## src/rtl/st_ctrl_pkg.sv

```systemverilog
// ============================================================================
// Module      : st_ctrl_pkg
// Description : Shared opcodes, state encoding and fault codes for the store
//               sequencer, plus the byte-mask to bit-mask expansion helper.
// Revision    : 1.0 - initial release
// ============================================================================
`default_nettype none

package st_ctrl_pkg;

    localparam logic [6:0] OPC_STORE = 7'b0100011;
    localparam logic [2:0] F3_SB     = 3'b000;
    localparam logic [2:0] F3_SH     = 3'b001;
    localparam logic [2:0] F3_SW     = 3'b010;

    typedef enum logic [2:0] {
        IDLE  = 3'd0,
        ACC0  = 3'd1,
        ACC1  = 3'd2,
        DONE  = 3'd3,
        FAULT = 3'd4
    } st_state_e;

    localparam logic [1:0] FLT_NONE     = 2'b00;
    localparam logic [1:0] FLT_ILLEGAL  = 2'b01;
    localparam logic [1:0] FLT_MISALIGN = 2'b10;
    localparam logic [1:0] FLT_TIMEOUT  = 2'b11;

    function automatic logic [31:0] expand_mask(input logic [3:0] byte_mask);
        logic [31:0] bits;
        bits = '0;
        for (int i = 0; i < 4; i++) begin
            bits[8*i +: 8] = {8{byte_mask[i]}};
        end
        return bits;
    endfunction

endpackage

`default_nettype wire

```

## src/rtl/st_lane_align.sv

```systemverilog
// ============================================================================
// Module      : st_lane_align
// Description : Combinational lane steering for SB/SH/SW: rotates store data
//               into byte lanes and builds per-bit masks for both words.
// Revision    : 1.0 - initial release
// ============================================================================
`default_nettype none

module st_lane_align
    import st_ctrl_pkg::*;
(
    input  logic [2:0]  funct3,
    input  logic [1:0]  off,
    input  logic [31:0] data,
    output logic [31:0] wdata,
    output logic [31:0] wrbits0,
    output logic [31:0] wrbits1,
    output logic        misaligned
);

    logic [3:0] w_base;
    logic [6:0] w_m7;

    always_comb begin
        case (funct3)
            F3_SB:   w_base = 4'b0001;
            F3_SH:   w_base = 4'b0011;
            F3_SW:   w_base = 4'b1111;
            default: w_base = 4'b0000;
        endcase
    end

    // Bits [6:4] of the shifted mask are the lanes spilling into the next word
    assign w_m7 = {3'b000, w_base} << off;

    always_comb begin
        case (off)
            2'd0:    wdata = data;
            2'd1:    wdata = {data[23:0], data[31:24]};
            2'd2:    wdata = {data[15:0], data[31:16]};
            default: wdata = {data[7:0],  data[31:8]};
        endcase
    end

    assign wrbits0    = expand_mask(w_m7[3:0]);
    assign wrbits1    = expand_mask({1'b0, w_m7[6:4]});
    assign misaligned = |w_m7[6:4];

endmodule

`default_nettype wire

```

## src/rtl/st_ctrl.sv

```systemverilog
// ============================================================================
// Module      : st_ctrl
// Description : Store-access sequencer: decodes SB/SH/SW, drives the data
//               memory req/ack port, reports done or fault. Optional macro
//               ST_MISALIGN_SPLIT_EN splits misaligned stores in two words.
// Revision    : 1.0 - initial release
// ============================================================================
`default_nettype none

module st_ctrl
    import st_ctrl_pkg::*;
#(
    parameter int unsigned TIMEOUT_CYCLES = 255
) (
    input  logic        clk,
    input  logic        rst,
    input  logic        req_valid,
    output logic        req_ready,
    input  logic [31:0] req_ir,
    input  logic [31:0] req_addr,
    input  logic [31:0] req_data,
    output logic        done,
    output logic        fault,
    output logic [1:0]  fault_code,
    output logic        mem_req,
    input  logic        mem_ack,
    output logic [31:0] mem_addr,
    output logic [31:0] mem_wdata,
    output logic [31:0] mem_wrbits
);

`ifdef ST_MISALIGN_SPLIT_EN
    localparam bit c_split_en = 1'b1;
`else
    localparam bit c_split_en = 1'b0;
`endif

    localparam logic [15:0] c_to_last = 16'(TIMEOUT_CYCLES - 1);

    st_state_e   r_state;
    st_state_e   w_state_next;
    logic [1:0]  r_fault_code;
    logic [1:0]  w_fault_code_next;
    logic [15:0] r_tmo_cnt;
    logic [31:0] r_addr0;
    logic [31:0] r_wdata;
    logic [31:0] r_wrbits0;
    logic [31:0] r_wrbits1;
    logic        r_split;

    logic [31:0] w_lane_wdata;
    logic [31:0] w_lane_wrbits0;
    logic [31:0] w_lane_wrbits1;
    logic        w_lane_mis;
    logic        w_legal;
    logic        w_accept;
    logic [31:0] w_addr1;
    logic        w_unused_ir;

    st_lane_align u_lane_align (
        .funct3     (req_ir[14:12]),
        .off        (req_addr[1:0]),
        .data       (req_data),
        .wdata      (w_lane_wdata),
        .wrbits0    (w_lane_wrbits0),
        .wrbits1    (w_lane_wrbits1),
        .misaligned (w_lane_mis)
    );

    assign w_legal = (req_ir[6:0] == OPC_STORE) &&
                     ((req_ir[14:12] == F3_SB) || (req_ir[14:12] == F3_SH) ||
                      (req_ir[14:12] == F3_SW));
    assign w_accept    = req_valid && (r_state == IDLE);
    assign w_addr1     = r_addr0 + 32'd4;
    assign w_unused_ir = ^{req_ir[31:15], req_ir[11:7]};

    always_comb begin
        w_state_next      = r_state;
        w_fault_code_next = r_fault_code;
        req_ready         = 1'b0;
        done              = 1'b0;
        fault             = 1'b0;
        fault_code        = FLT_NONE;
        mem_req           = 1'b0;
        mem_addr          = '0;
        mem_wdata         = '0;
        mem_wrbits        = '0;
        case (r_state)
            IDLE: begin
                req_ready = 1'b1;
                if (req_valid) begin
                    if (!w_legal) begin
                        w_state_next      = FAULT;
                        w_fault_code_next = FLT_ILLEGAL;
                    end else if (w_lane_mis && !c_split_en) begin
                        w_state_next      = FAULT;
                        w_fault_code_next = FLT_MISALIGN;
                    end else begin
                        w_state_next = ACC0;
                    end
                end
            end
            ACC0: begin
                mem_req    = 1'b1;
                mem_addr   = r_addr0;
                mem_wdata  = r_wdata;
                mem_wrbits = r_wrbits0;
                // An ack on the final allowed cycle beats the timeout
                if (mem_ack) begin
                    w_state_next = (c_split_en && r_split) ? ACC1 : DONE;
                end else if (r_tmo_cnt == c_to_last) begin
                    w_state_next      = FAULT;
                    w_fault_code_next = FLT_TIMEOUT;
                end
            end
            ACC1: begin
                mem_req    = 1'b1;
                mem_addr   = w_addr1;
                mem_wdata  = r_wdata;
                mem_wrbits = r_wrbits1;
                if (mem_ack) begin
                    w_state_next = DONE;
                end else if (r_tmo_cnt == c_to_last) begin
                    w_state_next      = FAULT;
                    w_fault_code_next = FLT_TIMEOUT;
                end
            end
            DONE: begin
                done         = 1'b1;
                w_state_next = IDLE;
            end
            FAULT: begin
                fault        = 1'b1;
                fault_code   = r_fault_code;
                w_state_next = IDLE;
            end
            default: w_state_next = IDLE;
        endcase
    end

    always_ff @(posedge clk) begin
        if (rst) begin
            r_state      <= IDLE;
            r_fault_code <= FLT_NONE;
            r_tmo_cnt    <= '0;
        end else begin
            r_state      <= w_state_next;
            r_fault_code <= w_fault_code_next;
            // Any state change (including ACC0 -> ACC1) restarts the count
            if (w_state_next != r_state) begin
                r_tmo_cnt <= '0;
            end else if (mem_req && !mem_ack) begin
                r_tmo_cnt <= r_tmo_cnt + 16'd1;
            end
        end
    end

    always_ff @(posedge clk) begin
        if (rst) begin
            r_addr0   <= '0;
            r_wdata   <= '0;
            r_wrbits0 <= '0;
            r_wrbits1 <= '0;
            r_split   <= 1'b0;
        end else if (w_accept) begin
            r_addr0   <= {req_addr[31:2], 2'b00};
            r_wdata   <= w_lane_wdata;
            r_wrbits0 <= w_lane_wrbits0;
            r_wrbits1 <= w_lane_wrbits1;
            r_split   <= w_lane_mis;
        end
    end

endmodule

`default_nettype wire

```

## config.mk

```make
export PLATFORM = sky130hd
export DESIGN_NAME = st_ctrl
export DESIGN_NICKNAME = d
export VERILOG_FILES = /design/src/rtl/st_ctrl_pkg.sv /design/src/rtl/st_lane_align.sv /design/src/rtl/st_ctrl.sv
export SDC_FILE = /design/constraint.sdc
export NUM_CORES = 1
export LEC_CHECK = 0
export ABC_AREA = 1
export BUFFER_PORTS_ARGS = -buffer_cell sky130_fd_sc_hd__buf_2
export CORE_MARGIN = 1
export CORE_UTILIZATION = 46
export DETAILED_ROUTE_END_ITERATION = 6
export GPL_TIMING_DRIVEN = 0
export PLACE_DENSITY = 0.77
export SLEW_MARGIN = 25
export SYNTH_ARGS = -nofsm -noshare
export SYNTH_HDL_FRONTEND = slang
export SYNTH_SLANG_ARGS = --single-unit
```

## constraint.sdc

```tcl
create_clock -name clk -period 1.6 [get_ports clk]
set_input_delay 0.32 -clock clk [delete_from_list [all_inputs] [get_ports clk]]
set_output_delay 0.32 -clock clk [all_outputs]
set_load 0.02 [all_outputs]
```

==> results.md, run 1 <==
* Status: finished, violations left
* Failing checks: DRC, setup timing
* Initial core utilization at 47.1%
* Fin crit share at 158%
* Longest Clk Path Bufs at 2
* CORE AREA at 0.0126 sq mm
* Max Cap Violations at 0
* R2R cell count at 8
* Ports at 202
* Arr. time, crit path at 2.21 ns
* CTS buffer count at 9
* DP Cell Count at 1,264
* DRT Pass-1 Iters at 7
* CP required at 1.28 ns
* Crit-path slowest cell: dfxtp_4
* Reg2reg start: r_state[0]
* Register share of total power at 38.8%
* DR vias at 9,012
* IR drop worst, VDD at 0.862 mV
* Fill cell count at 563
* Initial antenna violation count at 2
* Register area share after synthesis at 30.3%
* Post-route ant nets at 0
* Clock slew at reported path FFs at 0.07 ns
* Full die area at 0.0134 sq mm
* Worst hold path depth at 3
* Avg Cell Area, Syn at 6.49 sq um
* Area Overhead vs Synth at 85.8%
* Pwr dens at 592 mW/mm^2
* Setup violations, final at 147
* Power Internal at 4.35 mW
* Cells after synthesis at 915
* DR iter-0 viols at 1,526
* Critical setup path kind: reg2out
* Worst hold path type: in2reg
* Min setup slack post-route at -0.933 ns
* Aggregate global routing overflow at 0
* Slew headroom at 43.3%
* Die Height at 116 microns
* Final wirelength at 33,900 microns
* Most frequent cell after synthesis: inv_1
* Final Critical Period at 2.53 ns
* Critical Path Sink Type: primary output
* Cells along the critical path: nand2_4 > nor2_4 > buf_6 > nand2_4 > nor4_4 > nand2_1 > nand2_1 > nand3_2 > o21ai_2 > buf_6
* Post-synth cell types at 43
* Post-layout util at 87.4%
* Hold WS at 0.222 ns
* # rows at 41
* Number of synthesized flops with an enable pin at 0
* Worst-skew pair later-pin latency at 0.37 ns
* M1 wire length at 11,100 microns
* Share of layout cells above drive strength 1 at 56.1%
* Clock share of power at 37.9%
* DR DRC count at 9
* Port bufs at 176
* #FFs+latches synth at 90
* DR vias/cell at 6.60
* Vias in the first global route at 7,472
* Post-synth top area cell: dfxtp_1
* CP startpoint: r_addr0[13]
* Fin cells at 1,365
* Final Hold Fails at 0
* Psw at 2.19 mW
* Synth cell count leaders: inv_1, nand2_1, nor2_1
* Share of the synthesized area in the top cell type at 30.3%
* WL per Instance at 24.8 microns
* DR WL met2 at 14,900 microns
* Async set or reset register ratio after synthesis at 0%
* Chip width at 116 microns
* Yosys warns at 0
* Critical Path Source Type: flop
* Leakage at 4.69 nW
* Max stage delay on crit path at 0.44 ns
* Area contributors post-synth: dfxtp_1, a21oi_1, inv_1
* CTS tree: done
* RSZ-0062 raised after global routing: yes
* Actual slew at the worst max-slew pin at 0.851 ns
* Post-Syn Area at 0.00594 sq mm
* Comb power frac at 23.3%
* Nets at 1,290
* Ys flop type: dfxtp_1
* Final Max Tran Viols at 0
* WL met3 at 4530 microns
* Clock Sinks at 90
* H-tree depth at 3
* Largest net degree at the start of global routing at 16
* Root buf cell: clkbuf_16
* Top sig layer: met5
* Post-DP HPWL at 14,800 microns
* Clock skew at 0.00607 ns
* Total Routing Usage GR at 36.3%
* HP Start: req_addr[20]
* First-pass GRT wire length at 37,200 microns
* Final Wtd Congestion at 0.965
* CP max FO at 4
* Fmax achieved at 0.395 GHz
* Net Sw Frac at 33.4%
layout make-up:
| cell class | count | area [sq um] | area share [%] |
|---|---|---|---|
| Clock buffer | 11 | 243 | 2.20 |
| Inverter | 139 | 589 | 5.34 |
| Sequential cell | 90 | 1890 | 17.1 |
| Antenna cell | 1 | 2.50 | 0.0227 |
| Buffer | 73 | 828 | 7.51 |
| Timing Repair Buffer | 259 | 2460 | 22.3 |
| Tap cell | 172 | 215 | 1.95 |
| Clock inverter | 5 | 86.3 | 0.782 |
| Timing Repair inverter | 2 | 20.0 | 0.181 |
| Multi-Input combinational cell | 613 | 4700 | 42.6 |
worst max-delay path, delay by kind of cell (launching register included):
kind            cells  cell delay, ns
compound gates      1            0.10
buf+inv             2            0.30
flops               1            0.44
simple gates        7            0.99
through the flow:
stage                     power, mW  setup slack, ns  cell area (sq um)  setup TNS (ns)
after floorplan                3.04          -0.0628               6090           -2.61
after global placement         3.34           -0.584               7190          -38.43
after detailed placement       3.36           -0.567               7190          -40.43
after CTS                      5.89           -0.585               9720          -38.46
after global routing           6.65            -1.10              11000          -57.77
final                          6.54           -0.933              11000          -51.70
per-layer routing:
layer / track usage (%) / vias to the layer above
li1: - / 3576
met1: 44.3 / 4073
met2: 60.7 / 963
met3: 7.53 / 396
met4: 18.5 / 4
met5: 0 / -
cells by family after synthesis:
kind of cell	count (synthesis)	synth area share, %
buffers and inverters	213	16.2
XOR/XNOR	17	2.51
adder cells (fa/ha/maj)	3	0.632
other	1	0.0631
AO/OA/AOI/OAI	257	24.7
flip-flops	90	30.3
AND/OR/NAND/NOR	333	25.4
multiplexers	1	0.168
state kept, by name, summed over array words and instances, names as in the netlist:
register      flops
r_addr0          30
r_fault_code      2
r_state           3
r_tmo_cnt        16
r_wdata          32
r_wrbits0         4
r_wrbits1         3
path summary, 6_finish.rpt:
check,endpoint,slack (ns)
worst max-delay path,mem_addr[25],-0.93
worst min-delay path,r_addr0[20],0.22
worst max register to register,r_addr0[5],-0.46
worst min register to register,r_fault_code[1],0.49
power groups by stage:
stage                     registers, mW  logic [mW]  clock network, mW
final                              2.54        1.53               2.48
after global routing               2.54        1.59               2.52
after CTS                          2.49       0.996               2.40
after detailed placement           2.52       0.836                  0
after global placement             2.52       0.822                  0
after floorplan                    2.49       0.545                  0
repair_timing:
| action | in CTS | in global routing |
|---|---|---|
| pin swaps | 53 | 92 |
| gates cloned | 7 | 9 |
| resized for setup | 521 | 272 |
| hold buffers | 0 | 0 |
| hold endpoints to repair | 0 | 0 |
| buffers inserted | 50 | 23 |
| setup endpoints to repair | 144 | 187 |
layout by cell type, fill, tap and decap left out, types with 30 or more instances in the layout:
master	count
buf_6	143
buf_4	53
inv_1	110
nor2_1	40
buf_2	81
a21oi_2	33
nand2_1	86
o21ai_1	30
a21oi_1	59
nor2_4	57
dfxtp_1	56
(Power assumes the default switching activity.)
==> run 2: changes to the inputs <==
--- a/config.mk
+++ b/config.mk
@@ -11,7 +11,7 @@
 export CORE_UTILIZATION = 46
 export DETAILED_ROUTE_END_ITERATION = 6
 export GPL_TIMING_DRIVEN = 0
-export PLACE_DENSITY = 0.77
+export PLACE_DENSITY = 0.75
 export SLEW_MARGIN = 25
 export SYNTH_ARGS = -nofsm -noshare
 export SYNTH_HDL_FRONTEND = slang
==> results.md, run 2 (synthesis gave the netlist of run 1 again) <==
* Most flops, register: r_wdata (unchanged)
* Vias in the first global route at 7,015 (was 7,472)
* Final Max Tran Viols at 0 (unchanged)
* Failing checks: DRC, setup timing (unchanged)
* Actual slew at the worst max-slew pin at 0.878 ns (was 0.851 ns)
* Pwr dens at 575 mW/mm^2 (was 592 mW/mm^2)
* Fill cell count at 537 (was 563)
* Final Critical Period at 2.35 ns (was 2.53 ns)
* Multi-input gate area at 0.00477 sq mm (was 0.00470 sq mm)
* Worst R2R Setup Slack at -0.38 ns (was -0.46 ns)
* Clock Sinks at 90 (unchanged)
* Final Hold Fails at 0 (unchanged)
* Critical Path Sink: mem_addr[26] (was mem_addr[25])
* Total Routing Usage GR at 33.9% (was 36.3%)
* DR vias/cell at 6.41 (was 6.60)
* Slew headroom at 41.5% (was 43.3%)
* Fin crit share at 147% (was 158%)
* # rows at 41 (unchanged)
* Clock skew at 0.00612 ns (was 0.00607 ns)
* CTS buffer count at 9 (unchanged)
* Largest registers: r_wdata (32), r_addr0 (30), r_tmo_cnt (16) (unchanged)
* Longest Clk Path Bufs at 2 (unchanged)
* Share of layout cells above drive strength 1 at 56.8% (was 56.1%)
* Leakage at 4.65 nW (was 4.69 nW)
* Fin area at 0.0111 sq mm (was 0.0110 sq mm)
* Aggregate global routing overflow at 0 (unchanged)
* CTS tree: done (unchanged)
* Die Height at 116 microns (unchanged)
* DR DRC count at 2 (was 9)
* Root buf cell: clkbuf_16 (unchanged)
* Critical setup path kind: reg2out (unchanged)
* IR drop worst, VDD at 0.537 mV (was 0.862 mV)
* Full die area at 0.0134 sq mm (unchanged)
* First-pass GRT wire length at 34,900 microns (was 37,200 microns)
* Crit Reg-Reg Endpoint: r_tmo_cnt[0] (was r_addr0[5])
* RSZ-0062 raised after global routing: yes (unchanged)
* Critical Path Sink Type: primary output (unchanged)
* Status: finished, violations left (unchanged)
* Initial antenna violation count at 1 (was 2)
* H-tree depth at 3 (unchanged)
* Area Overhead vs Synth at 87.0% (was 85.8%)
* CORE AREA at 0.0126 sq mm (unchanged)
* R2R cell count at 13 (was 8)
* Reg2reg start: r_state[1] (was r_state[0])
* CP max FO at 4 (unchanged)
* CP required at 1.28 ns (about the same)
* Post-route ant nets at 0 (unchanged)
* Max Cap Violations at 0 (unchanged)
* Chip width at 116 microns (unchanged)
* Worst hold path type: in2reg (unchanged)
* Largest net degree at the start of global routing at 17 (was 16)
* Setup violations, final at 186 (was 147)
* Clock slew at reported path FFs at 0.07 ns (about the same)
* # diodes at 0 (was 1)
* Ports at 202 (unchanged)
* Min setup slack post-route at -0.745 ns (was -0.933 ns)
* Post-DP HPWL at 14,800 microns (about the same)
* Worst-skew pair later-pin latency at 0.36 ns (was 0.37 ns)
* Final Wtd Congestion at 0.999 (was 0.965)
* HP Start: req_addr[14] (was req_addr[20])
* DR iter-0 viols at 1,152 (was 1,526)
* Critical Path Source Type: flop (unchanged)
* Final wirelength at 31,900 microns (was 33,900 microns)
* DR vias at 8,788 (was 9,012)
* Nets at 1,296 (was 1,290)
* Arr. time, crit path at 2.03 ns (was 2.21 ns)
* Sequential Area at 0.00187 sq mm (was 0.00189 sq mm)
* Final Power at 6.39 mW (was 6.54 mW)
* DRT Pass-1 Iters at 7 (unchanged)
* Post-DP Area at 0.00719 sq mm (unchanged)
* Commonest non-fill, non-tap cell in the layout: buf_6 (unchanged)
* WL per Instance at 23.3 microns (was 24.8 microns)
* Most frequent cells in the layout: buf_6, inv_1, nand2_1 (unchanged)
* CP startpoint: r_addr0[11] (was r_addr0[13])
* Fmax achieved at 0.426 GHz (was 0.395 GHz)
* Max reg flops at 32 (unchanged)
* Port bufs at 176 (unchanged)
* Initial core utilization at 47.1% (unchanged)
run 2: changes by cell type in the layout (fill, tap and decap cells not counted), sizes merged:
cell | before | now
clkbuf | 43 | 41
diode | 1 | 0
clkinvlp | 2 | 4
bufinv | 2 | 1
clkinv | 4 | 5
inv | 138 | 139
buf | 299 | 305
bufbuf | 1 | 0
run 2: routing by layer:
metal	global-route usage, %	wire, microns	vias up
met1	41.5	10800	4071
met5	0	13	-
met2	57.5	14800	849
met3	7.27	3840	275
met4	14.5	2430	2
li1	-	-	3591
run 2: timing repair:
action	CTS	global route
setup endpoints to repair	134	185
gates resized for setup	453	361
gates cloned	7	10
pin swaps	49	71
buffers inserted	61	23
hold buffers	0	0
run 2: how the worst min path moves through the flow:
| stage | end | slack [ns] | depth (start not counted) |
|---|---|---|---|
| after floorplan | r_wrbits0[24] | 0.42 | 1 |
| after global placement | r_fault_code[1] | 0.45 | 2 |
| after detailed placement | r_wrbits1[15] | 0.47 | 2 |
| after CTS | r_addr0[11] | 0.23 | 3 |
| after global routing | r_addr0[8] | 0.24 | 3 |
| final | r_addr0[14] | 0.21 | 3 |
run 2: per-stage QoR:
stage | worst slack, ns | TNS [ns] | std cells | hold slack [ns] | utilization, %
2_1_floorplan | -0.0628 | -2.61 | 916 | 0.423 | -
3_3_place_gp | -0.529 | -36.66 | 1264 | 0.452 | 57.0
3_5_place_dp | -0.523 | -37.47 | 1264 | 0.466 | 57.0
4_1_cts | -0.603 | -43.31 | 1347 | 0.234 | 75.8
5_1_grt | -0.843 | -69.95 | 1370 | 0.236 | 88.0
6_report | -0.745 | -62.63 | 1370 | 0.212 | 88.0
run 2: area by class of cell:
class / instances / share of cell area (%)
Sequential cell: 90 / 16.8
Timing Repair Buffer: 265 / 22.8
Inverter: 139 / 5.15
Buffer: 72 / 7.29
Multi-Input combinational cell: 613 / 43.0
Clock inverter: 7 / 0.687
Tap cell: 172 / 1.94
Timing Repair inverter: 3 / 0.327
Clock buffer: 9 / 2.03
run 2: critical path: stages (launching register included):
cell and delay (ns):
dfxtp_2 0.39, nand2_1 0.17, nor2_1 0.21, nand2_1 0.14, nor2_2 0.18, nand2_2 0.16
nand2_1 0.09, nand3_1 0.06, o21ai_1 0.09, buf_4 0.16
run 2: report_power, final:
part	leakage [nW]	switching (mW)	total (mW)	internal (mW)
Sequential	0.755	0.135	2.51	2.38
Clock	0.142	1.06	2.28	1.22
Combinational	3.75	0.995	1.59	0.599
Total	4.65	2.19	6.39	4.20
==> run 3: changes to the inputs <==
--- a/config.mk
+++ b/config.mk
@@ -7,7 +7,7 @@
 export LEC_CHECK = 0
 export ABC_AREA = 1
 export BUFFER_PORTS_ARGS = -buffer_cell sky130_fd_sc_hd__buf_2
-export CORE_MARGIN = 1
+export CORE_MARGIN = 2
 export CORE_UTILIZATION = 46
 export DETAILED_ROUTE_END_ITERATION = 6
 export GPL_TIMING_DRIVEN = 0
==> constraint.sdc (replaced) <==
create_clock -name clk -period 1.6 [get_ports clk]
set_input_delay 0.08 -clock clk [delete_from_list [all_inputs] [get_ports clk]]
set_output_delay 0.08 -clock clk [all_outputs]
set_load 0.02 [all_outputs]
==> results.md, run 3 (synthesis gave the netlist of run 1 again) <==
* Critical setup path kind: reg2out (unchanged)
* H-tree depth at 3 (unchanged)
* DP Cell Count at 1,264 (unchanged)
* Fin crit share at 134% (was 147%)
* Register share of total power at 43.8% (was 39.3%)
* Final wirelength at 25,200 microns (was 31,900 microns)
* Full die area at 0.0138 sq mm (was 0.0134 sq mm)
* Clock slew at reported path FFs at 0.06 ns (was 0.07 ns)
* Pwr dens at 558 mW/mm^2 (was 575 mW/mm^2)
* Share of layout cells above drive strength 1 at 50.0% (was 56.8%)
* Comb power frac at 20.1% (was 25.0%)
* Actual slew at the worst max-slew pin at 0.712 ns (was 0.878 ns)
* Final Critical Period at 2.14 ns (was 2.35 ns)
* Fin cells at 1,367 (was 1,370)
* Final Hold Fails at 2 (was 0)
* Min setup slack post-route at -0.544 ns (was -0.745 ns)
* Post-layout util at 80.9% (was 88.0%)
* Root buf cell: clkbuf_16 (unchanged)
* Final Max Tran Viols at 0 (unchanged)
* CP max FO at 6 (was 4)
* Longest Clk Path Bufs at 2 (unchanged)
* DR DRC count at 3 (was 2)
* Vias in the first global route at 7,066 (was 7,015)
* Chip width at 118 microns (was 116 microns)
* Total Routing Usage GR at 31.3% (was 33.9%)
* Met1 Track Usage GR at 39.7% (was 41.5%)
* Gr busiest metal: met2 (unchanged)
* Max Cap Violations at 0 (unchanged)
* Post-DP HPWL at 14,700 microns (was 14,800 microns)
* Area Overhead vs Synth at 71.8% (was 87.0%)
* Slew headroom at 52.5% (was 41.5%)
* Power Internal at 3.85 mW (was 4.20 mW)
* DR vias at 7,914 (was 8,788)
* Most flops, register: r_wdata (unchanged)
* Failing checks: DRC, hold timing, setup timing (was DRC, setup timing)
* Global Route met3 Usage at 7.61% (was 7.27%)
* R2R cell count at 13 (unchanged)
* Largest net degree at the start of global routing at 16 (was 17)
* Max reg flops at 32 (unchanged)
* Die Height at 118 microns (was 116 microns)
* Psw at 1.84 mW (was 2.19 mW)
* Worst-skew pair later-pin latency at 0.36 ns (about the same)
* Aggregate global routing overflow at 0 (unchanged)
* Critical Path Sink Type: primary output (unchanged)
* Place WS at -0.533 ns (was -0.523 ns)
* Clock share of power at 36.1% (was 35.7%)
* WL per Instance at 18.5 microns (was 23.3 microns)
* CTS buffer count at 9 (unchanged)
* Clock skew at 0.0108 ns (was 0.00612 ns)
* Hold WS at -0.00683 ns (was 0.212 ns)
* Fill cell count at 771 (was 537)
* RSZ-0062 raised after global routing: yes (unchanged)
* First-pass GRT wire length at 35,300 microns (was 34,900 microns)
* DRT Pass-1 Iters at 7 (unchanged)
* Status: finished, violations left (unchanged)
* # rows at 41 (unchanged)
* Port bufs at 176 (unchanged)
* Initial core utilization at 47.1% (unchanged)
* Largest registers: r_wdata (32), r_addr0 (30), r_tmo_cnt (16) (unchanged)
* Arr. time, crit path at 2.06 ns (was 2.03 ns)
* Most frequent cells in the layout: buf_6, inv_1, nand2_1 (unchanged)
* DR vias/cell at 5.79 (was 6.41)
* Critical Path Source Type: flop (unchanged)
* Fmax achieved at 0.466 GHz (was 0.426 GHz)
* Ports at 202 (unchanged)
* Setup violations, final at 106 (was 186)
* Routing usage on met2 at 51.0% (was 57.5%)
* CP required at 1.52 ns (was 1.28 ns)
* CORE AREA at 0.0126 sq mm (unchanged)
* Post-route ant nets at 0 (unchanged)
* Worst hold path type: in2reg (unchanged)
* IR drop worst, VDD at 0.687 mV (was 0.537 mV)
* DR iter-0 viols at 937 (was 1,152)
* Final Power at 5.69 mW (was 6.39 mW)
* Initial antenna violation count at 1 (unchanged)
* Worst hold path depth at 3 (unchanged)
* Leakage at 4.42 nW (was 4.65 nW)
* Net Sw Frac at 32.3% (was 34.2%)
* Nets at 1,292 (was 1,296)
* CTS tree: done (unchanged)
* Final Wtd Congestion at 0.973 (was 0.999)
* Clock Sinks at 90 (unchanged)
* Commonest non-fill, non-tap cell in the layout: buf_6 (unchanged)
-- run 3: changes by cell type in the layout (fill, tap and decap cells not counted), sizes merged --
cell / delta
diode: +1
bufinv: -1
clkbuf: -4
dlygate4sd3: +1
clkinvlp: +2
buf: +4
clkinv: -4
inv: -2
-- run 3: routing by layer --
| layer | wire [microns] | up-vias |
|---|---|---|
| met5 | 0 | - |
| met4 | 1130 | 0 |
| met3 | 2530 | 130 |
| met2 | 12100 | 553 |
| met1 | 9460 | 3655 |
| li1 | - | 3576 |
-- run 3: final timing paths --
check / start / endpoint / slack, ns
worst min-delay path: req_addr[12] / r_addr0[12] / -0.007
worst min register to register: r_fault_code[1] / r_fault_code[1] / 0.47
worst max-delay path: r_addr0[3] / mem_addr[22] / -0.54
worst max register to register: r_tmo_cnt[5] / r_tmo_cnt[6] / -0.23
-- run 3: power by group through the flow --
stage	combinational [mW]	clock [mW]	sequential, mW
2_1_floorplan	0.529	0	2.49
3_3_place_gp	0.806	0	2.51
3_5_place_dp	0.811	0	2.51
4_1_cts	0.977	2.04	2.48
5_1_grt	1.22	2.13	2.51
6_report	1.14	2.05	2.50
-- run 3: final cells by class --
cell class                 instances  area, sq um  area share [%]
multi-input combinational        613         4300            42.1
timing repair buffer             264         2230            21.9
sequential                        90         1890            18.6
buffer                            72          723            7.09
inverter                         139          567            5.55
clock buffer                      11          233            2.28
tap                              172          215            2.11
clock inverter                     5         38.8           0.380
antenna                            1         2.50          0.0245
-- run 3: per-stage QoR --
step | area [sq um] | setup TNS [ns]
2_1_floorplan | 5950 | 0
3_3_place_gp | 7040 | -28.07
3_5_place_dp | 7040 | -27.97
4_1_cts | 9240 | -14.39
5_1_grt | 10200 | -25.17
6_report | 10200 | -19.79
-- run 3: worst max-delay path, cell delays in order, from the launching register on --
cell,delay [ns]
dfxtp_4,0.36
ha_4,0.15
nand2_4,0.05
nor2_4,0.16
nand2_4,0.09
nor2_4,0.23
nand4_1,0.19
o21ai_1,0.18
o21ai_1,0.12
buf_4,0.18
-- run 3: repair_timing --
action	in CTS	in global routing
cloned	4	2
resized for setup	450	228
pin swaps	43	68
hold buffers	1	0
setup buffers	51	31
endpoints found under the hold margin	1	0
setup endpoints to repair	169	178
